$ cat config.mk
export PLATFORM = sky130hd
export DESIGN_NAME = pht_update_scheduler
export DESIGN_NICKNAME = d
export VERILOG_FILES = /design/src/rtl/pht_update_scheduler_pkg.sv /design/src/rtl/pht_update_queue.sv /design/src/rtl/pht_update_scheduler.sv
export SDC_FILE = /design/constraint.sdc
export NUM_CORES = 1
export LEC_CHECK = 0
export ABC_AREA = 1
export CORE_UTILIZATION = 25
export DETAILED_ROUTE_END_ITERATION = 10
export HOLD_SLACK_MARGIN = 0.1
export PLACE_DENSITY = 0.43
export SYNTH_ARGS = -nofsm -noshare
export SYNTH_HDL_FRONTEND = slang
export SYNTH_SLANG_ARGS = --single-unit
$ cat constraint.sdc
create_clock -name clk -period 9.3 [get_ports clk]
set_input_delay 2.325 -clock clk [delete_from_list [all_inputs] [get_ports clk]]
set_output_delay 2.325 -clock clk [all_outputs]
set_load 0.02 [all_outputs]
$ cat src/rtl/pht_update_scheduler_pkg.sv
// Types, constants and helpers for the PHT update scheduler. These are the
// FetchUnitTypes additions: branch result and queue entry structs, the PHT
// index hash, the saturating counter update and the arbitration constants.
package pht_update_scheduler_pkg;

  localparam int ADDR_WIDTH          = 32;
  localparam int INSN_ADDR_BIT_WIDTH = 2;
  localparam int PHT_INDEX_WIDTH     = 10;
  localparam int PHT_ENTRY_WIDTH     = 2;
  localparam int PHT_QUEUE_SIZE      = 32;
  localparam int PHT_STARVE_LIMIT    = 8;
  localparam int PHT_FORCE_THRESHOLD = 28;

  typedef logic [ADDR_WIDTH-1:0]      AddrPath;
  typedef logic [PHT_INDEX_WIDTH-1:0] PHT_IndexPath;
  typedef logic [PHT_INDEX_WIDTH-1:0] BranchGlobalHistoryPath;
  typedef logic [PHT_ENTRY_WIDTH-1:0] PHT_EntryPath;

  localparam PHT_EntryPath PHT_ENTRY_MAX = 2'd3;

  typedef struct packed {
    logic                   valid;
    logic                   isCondBr;
    AddrPath                brAddr;
    BranchGlobalHistoryPath globalHistory;
    logic                   execTaken;
    PHT_EntryPath           phtPrevValue;
  } BranchResult;

  // phtWE is carried for layout compatibility with the PHT write port and is
  // always 1 inside the queue.
  typedef struct packed {
    logic         phtWE;
    PHT_IndexPath phtWA;
    PHT_EntryPath phtWV;
  } PhtQueueEntry;

  // PC bits above the instruction offset, XORed with the global history.
  function automatic PHT_IndexPath ToPHT_Index(AddrPath addr, BranchGlobalHistoryPath hist);
    return addr[INSN_ADDR_BIT_WIDTH +: PHT_INDEX_WIDTH] ^ hist;
  endfunction

  // Saturating 2-bit counter step, done in 3 bits so the +1 cannot wrap.
  function automatic PHT_EntryPath NextPhtValue(PHT_EntryPath prev, logic taken);
    logic [2:0] v;
    if (taken) v = ({1'b0, prev} + 3'd1 > {1'b0, PHT_ENTRY_MAX}) ? {1'b0, PHT_ENTRY_MAX}
                                                                 : {1'b0, prev} + 3'd1;
    else       v = (prev == '0) ? 3'd0 : {1'b0, prev} - 3'd1;
    return PHT_EntryPath'(v);
  endfunction

endpackage

$ cat src/rtl/pht_update_queue.sv
// 2-push / 1-pop circular buffer of PHT updates.
// Ports:
//   clk, rst            clock, synchronous active-high reset
//   pushA_i/entryA_i    first push, written at the tail
//   pushB_i/entryB_i    second push, written after A (only with pushA_i)
//   pop_i               remove the head entry
//   tailWe_i/tailWv_i   overwrite the value of the newest stored entry
//   head_o, tail_o      oldest / newest stored entries
//   count_o, free_o     occupancy and free slots (before this cycle's ops)
module pht_update_queue
  import pht_update_scheduler_pkg::*;
#(
  parameter  int DEPTH = PHT_QUEUE_SIZE,
  localparam int AW    = $clog2(DEPTH),
  localparam int CW    = AW + 1
) (
  input  logic          clk,
  input  logic          rst,
  input  logic          pushA_i,
  input  PhtQueueEntry  entryA_i,
  input  logic          pushB_i,
  input  PhtQueueEntry  entryB_i,
  input  logic          pop_i,
  input  logic          tailWe_i,
  input  PHT_EntryPath  tailWv_i,
  output PhtQueueEntry  head_o,
  output PhtQueueEntry  tail_o,
  output logic [CW-1:0] count_o,
  output logic [CW-1:0] free_o
);

  localparam logic [AW-1:0] ONE = AW'(1);

  PhtQueueEntry  mem_q [DEPTH];
  logic [AW-1:0] head_q, head_d, tail_q, tail_d, tailPrev, tailNext;
  logic [CW-1:0] cnt_q, cnt_d;

  // Pointers wrap naturally since DEPTH is a power of 2.
  always_comb begin
    tailPrev = tail_q - ONE;
    tailNext = tail_q + ONE;
    head_d   = head_q + AW'(pop_i);
    tail_d   = tail_q + AW'(pushA_i) + AW'(pushB_i);
    cnt_d    = cnt_q + CW'(pushA_i) + CW'(pushB_i) - CW'(pop_i);
  end

  always_ff @(posedge clk) begin
    if (rst) begin
      head_q <= '0;
      tail_q <= '0;
      cnt_q  <= '0;
    end else begin
      head_q <= head_d;
      tail_q <= tail_d;
      cnt_q  <= cnt_d;
    end
  end

  // Storage needs no reset: the pointers define what is live.
  always_ff @(posedge clk) begin
    if (tailWe_i) mem_q[tailPrev].phtWV <= tailWv_i;
    if (pushA_i)  mem_q[tail_q]         <= entryA_i;
    if (pushB_i)  mem_q[tailNext]       <= entryB_i;
  end

  assign head_o  = mem_q[head_q];
  assign tail_o  = mem_q[tailPrev];
  assign count_o = cnt_q;
  assign free_o  = CW'(DEPTH) - cnt_q;

endmodule

$ cat src/rtl/pht_update_scheduler.sv
// Sequences commit-time PHT counter updates onto the shared PHT port.
// Takes up to two branch results per cycle, queues the new counters and
// drains one per cycle when fetch is idle, or forcibly (stalling fetch) when
// the queue starves or nears full.
// Ports:
//   clk, rst        clock, synchronous active-high reset
//   brResult[2]     commit results, lane 0 older
//   phtReadReq      fetch wants the PHT port
//   fetchStall      fetch read denied this cycle
//   phtWE/WA/WV     PHT write port (combinational from queue state)
//   queueCount      registered occupancy
//   updateDropped   registered pulse: a lane was dropped last cycle
// Optional feature: define PHT_UPDATE_COALESCE_EN to merge same-index
// updates into the newest queued entry instead of pushing.
module pht_update_scheduler
  import pht_update_scheduler_pkg::*;
#(
  parameter  int QUEUE_DEPTH     = PHT_QUEUE_SIZE,
  parameter  int STARVE_LIMIT    = PHT_STARVE_LIMIT,
  parameter  int FORCE_THRESHOLD = PHT_FORCE_THRESHOLD,
  localparam int CW              = $clog2(QUEUE_DEPTH) + 1,
  localparam int SW              = $clog2(STARVE_LIMIT + 1)
) (
  input  logic          clk,
  input  logic          rst,
  input  BranchResult   brResult [2],
  input  logic          phtReadReq,
  output logic          fetchStall,
  output logic          phtWE,
  output PHT_IndexPath  phtWA,
  output PHT_EntryPath  phtWV,
  output logic [CW-1:0] queueCount,
  output logic          updateDropped
);

  PhtQueueEntry  head, tail, pushEntA, pushEntB;
  PhtQueueEntry  laneEnt [2];
  logic [1:0]    elig;
  logic [CW-1:0] cnt, free, slots;
  logic [SW-1:0] starve_q, starve_d;
  logic          dropped_q, dropped_d;
  logic          empty, forceWr, pop, pushA, pushB;
  logic          need0, need1, tailWe;
  PHT_EntryPath  val0, tailWv;
  logic          unused_bits;

  always_comb begin
    for (int i = 0; i < 2; i++) begin
      elig[i]          = brResult[i].valid && brResult[i].isCondBr;
      laneEnt[i].phtWE = 1'b1;
      laneEnt[i].phtWA = ToPHT_Index(brResult[i].brAddr, brResult[i].globalHistory);
      laneEnt[i].phtWV = NextPhtValue(brResult[i].phtPrevValue, brResult[i].execTaken);
    end
  end

  // Arbitration: only a non-empty queue ever competes with fetch.
  always_comb begin
    empty      = (cnt == '0);
    forceWr    = (starve_q >= SW'(STARVE_LIMIT)) || (cnt >= CW'(FORCE_THRESHOLD));
    pop        = !rst && !empty && (!phtReadReq || forceWr);
    phtWE      = pop;
    fetchStall = pop && phtReadReq;
    phtWA      = pop ? head.phtWA : '0;
    phtWV      = pop ? head.phtWV : '0;
  end

`ifdef PHT_UPDATE_COALESCE_EN
  logic tailOk, m0t, m10, m1t;
  // The newest entry is a merge target unless it is the one leaving now.
  always_comb begin
    tailOk = !empty && !(cnt == CW'(1) && pop);
    m0t    = elig[0] && tailOk && (laneEnt[0].phtWA == tail.phtWA);
    m10    = elig[0] && elig[1] && (laneEnt[1].phtWA == laneEnt[0].phtWA);
    m1t    = elig[1] && !m10 && tailOk && (laneEnt[1].phtWA == tail.phtWA);
    need0  = elig[0] && !m0t;
    need1  = elig[1] && !m10 && !m1t;
    val0   = m10 ? laneEnt[1].phtWV : laneEnt[0].phtWV;
    tailWe = m0t || m1t;
    tailWv = (m10 || m1t) ? laneEnt[1].phtWV : laneEnt[0].phtWV;
  end
`else
  always_comb begin
    need0  = elig[0];
    need1  = elig[1];
    val0   = laneEnt[0].phtWV;
    tailWe = 1'b0;
    tailWv = '0;
  end
`endif

  // Pushes are compacted so the oldest surviving lane lands at the tail.
  // Slots freed by this cycle's pop are usable now.
  always_comb begin
    slots    = free + CW'(pop);
    pushEntA = laneEnt[1];
    if (need0) begin
      pushEntA       = laneEnt[0];
      pushEntA.phtWV = val0;
    end
    pushEntB  = laneEnt[1];
    pushA     = (need0 || need1) && (slots != '0);
    pushB     = need0 && need1 && (slots >= CW'(2));
    dropped_d = ((need0 || need1) && (slots == '0)) || (need0 && need1 && (slots < CW'(2)));
  end

  always_comb begin
    starve_d = starve_q;
    if (empty || pop)         starve_d = '0;
    else if (starve_q != '1)  starve_d = starve_q + SW'(1);
  end

  always_ff @(posedge clk) begin
    if (rst) begin
      starve_q  <= '0;
      dropped_q <= 1'b0;
    end else begin
      starve_q  <= starve_d;
      dropped_q <= dropped_d;
    end
  end

  pht_update_queue #(.DEPTH(QUEUE_DEPTH)) u_queue (
    .clk      (clk),
    .rst      (rst),
    .pushA_i  (pushA),
    .entryA_i (pushEntA),
    .pushB_i  (pushB),
    .entryB_i (pushEntB),
    .pop_i    (pop),
    .tailWe_i (tailWe),
    .tailWv_i (tailWv),
    .head_o   (head),
    .tail_o   (tail),
    .count_o  (cnt),
    .free_o   (free)
  );

  assign queueCount    = cnt;
  assign updateDropped = dropped_q;
  assign unused_bits   = ^{head.phtWE, tail};

endmodule

==> impl_results.md <==
* Post-Syn Area at 24400 µm²
* Data arrival time of the critical path at around 5.3 ns
* Count of warnings emitted by yosys at 0
* Pleak at ~11 nW
* Cell at the root of the clock tree: sky130_fd_sc_hd__clkbuf_16
* TritonCTS clock tree: yes
* Share of synthesized flip-flops with an asynchronous set or reset at 0
* Dominant register cell in the synthesized netlist: sky130_fd_sc_hd__edfxtp_1
* Synth Instances at 3062
* Final Hold Fails at 0
* Via count of the routed design at 21640
* Crit path time final at 7.66 ns
* Maximum clock path buffer count at 3
* Largest vdd supply drop at 0.167 mV
* Post-detailed-routing wire length at 97.3 mm
* Post-CTS setup-driven buffer insertion count at 0
* Wire length of the first global-routing pass at 143 mm
* Number of clock buffers inserted by TritonCTS at 51
* Post-synth top area cell: sky130_fd_sc_hd__edfxtp_1
* Count of cells along the worst register-to-register path at 20
* Routed wire per std cell at 22.8 µm
* Core region area at just under 100000 µm²
* Vias per std cell at between 5 and 6
* Initial Utilization at 0.252
* Crit path kind: input pin to output port
* Worst-path fanout max at 11
* Instance area after placement at 26200 µm²
* Final routed DRC violation total at 0
* Row Count at between 100 and 150
* Setup repair after global routing missed its margin: no
* Worst hold path startpoint: starve_q[0]
* Setup Viol. Count Final at 0
* Total of hold buffers inserted after clock tree synthesis at 0
* Hold path endpoint: starve_q[0]
* Top post-synthesis cells by area: sky130_fd_sc_hd__edfxtp_1 (47%), sky130_fd_sc_hd__nand2_1 (21%), sky130_fd_sc_hd__nand4_1 (9.9%)
* Clock input transition at the sequential cells of the worst setup and hold paths at 0.06 ns
* Number of enable flip-flop cells after synthesis at 384
* Worst endpoint required time at ~7.0 ns
* Total of cells resized after clock tree synthesis at 0
* GPL Wtd Cong at slightly below 0.8
* Most common cell after layout, fill and taps aside: sky130_fd_sc_hd__nand2_1
* I/O pins at roughly 120
* Floorplan die width at between 300 and 400 µm
* Count of input and output buffers at between 70 and 80
* Accumulated negative setup slack at 0 ns
* Total of max-cap violations at 0
* Via count of the first global-routing pass at 20664
* Outcome: complete, no violations
* Layout Nets at slightly above 3000
* Top library cells by usage in the layout, fill and taps aside: sky130_fd_sc_hd__nand2_1 (1376), sky130_fd_sc_hd__nand4_1 (386), sky130_fd_sc_hd__edfxtp_1 (384)
* Total global routing overflow at 0
* Fraction of layout instances using a drive strength above 1 at 0.0727
* Hold Path Class: register to register
* Hold-critical path depth at 2
* Antenna diode count at 0
* Number of violations reported at the end of detailed-routing iteration 0 at ~2300
* Layout Area Growth over Synthesis at 13.4%
* Headroom to the max-slew limit at 0.320
* Number of distinct library cell variants in the gate-level netlist after synthesis at 30
* Nature of the critical path startpoint: input pin
* All-layer global routing usage at 0.194
* Maximum operating frequency at roughly 130 MHz
* Launching point of the worst reg2reg path: u_queue.count_o[2]
* Final setup skew at between 0.015 and 0.02 ns
* Number of flip-flops and latches in the synthesized netlist at 405
* Largest net degree at the start of global routing at 119
* Synthesized net count at 3180
* Die footprint at 98800 µm²
* Clock latency on the worst-skew pair at around 0.62 ns
* Finished Cell Area at 27700 µm²
* RR Endpoint: u_queue.count_o[4]
* Die height at 314 µm
* Drt first pass iters at 5
* Mean post-synth cell area at 7.97 µm²
* TritonCTS Sinks at between 400 and 500
* Number of routed nets with antenna violations at 0
* Fraction of synthesized cell area taken by the top area cell type at 0.473
* Max-slew violation count at 0
* Power Dens Cells at between 200 and 250 nW/µm²
* Detail Placement HPWL at 53.0 mm
* Period Utilization, post-route at 0.823
* Setup slack, reg-to-reg at 4.92 ns
* Worst slew pin tran at 1.02 ns
* Crit end category: output port
* Number of levels in the clock H-tree at 2
* Number of antenna violations at the first check in global routing at 2
* Seq/Total Area, Yosys at 0.490
[worst max-delay path, cell delays in order]
cell	delay (ns)
sky130_fd_sc_hd__clkdlybuf4s50_1	0.65
sky130_fd_sc_hd__inv_1	0.40
sky130_fd_sc_hd__nand3_1	0.26
sky130_fd_sc_hd__inv_1	0.54
sky130_fd_sc_hd__nand2_1	0.12
sky130_fd_sc_hd__nor2_1	0.32
sky130_fd_sc_hd__clkdlybuf4s50_1	0.70
[metrics by stage]
| stage | setup WS (ns) | cells | util | hold WS (ns) | power, mW |
|---|---|---|---|---|---|
| 2_1_floorplan | 3.42 | 3062 | - | 0.469 | 3.52 |
| 3_3_place_gp | 1.60 | 4183 | 0.271 | 0.494 | 4.15 |
| 3_5_place_dp | 1.57 | 4183 | 0.271 | 0.494 | 4.15 |
| 4_1_cts | 1.56 | 4274 | 0.286 | 0.504 | 6.02 |
| 5_1_grt | 1.40 | 4274 | 0.286 | 0.532 | 6.27 |
| 6_report | 1.64 | 4274 | 0.286 | 0.497 | 5.99 |
[per-layer routing]
metal / GRT usage / share of wire
met4: 0.0509 / 0.022
met3: 0.0209 / 0.066
met5: 0 / 0
met2: 0.297 / 0.44
met1: 0.288 / 0.47
[synth_stat cells, drive strengths merged (4+ instances only)]
cell / number
nand2: 1376
nand4: 386
edfxtp: 384
nand3: 343
buf: 195
clkbuf: 121
inv: 66
nor2: 62
a21oi: 27
dfxtp: 21
o21ai: 21
ha: 18
xnor2: 13
xor2: 13
nor3: 4
[logic make-up after synthesis]
family / share of synthesized area
AO/OA/AOI/OAI: 0.0115
XOR/XNOR: 0.00934
adder cells (fa/ha/maj): 0.0117
buffers and inverters: 0.0783
flip-flops: 0.490
AND/OR/NAND/NOR: 0.399
[final cells by class]
class                   instances  area, µm²
multi-input cells            2274      10900
repair buffers                161       1470
clock inverters                21        131
well taps                    1276       1600
fillers                     10403      69000
inverters                      67        258
clock buffers                  70       1350
flip-flops and latches        405      12000
[state kept, by name, indices dropped and copies added, names as in the netlist]
| register | count |
|---|---|
| starve_q | 4 |
| u_queue.count_o | 6 |
| u_queue.head_q | 5 |
| u_queue.mem_q | 384 |
| u_queue.tail_q | 5 |
| updateDropped | 1 |
[power by group]
group / total, mW / internal, mW / switching, mW
registers: 2.17 / 2.09 / 0.0767
logic: 1.95 / 0.501 / 1.45
clock network: 1.87 / 1.03 / 0.836
[worst max-delay path by stage]
stage | from | to | cells past startpoint
2_1_floorplan | rst | phtWA[1] | 6
3_3_place_gp | rst | phtWV[0] | 7
3_5_place_dp | rst | phtWV[0] | 7
4_1_cts | rst | phtWV[0] | 7
5_1_grt | rst | phtWV[0] | 7
6_report | rst | phtWA[5] | 7
Note: power is estimated with default switching activity, not from simulation.
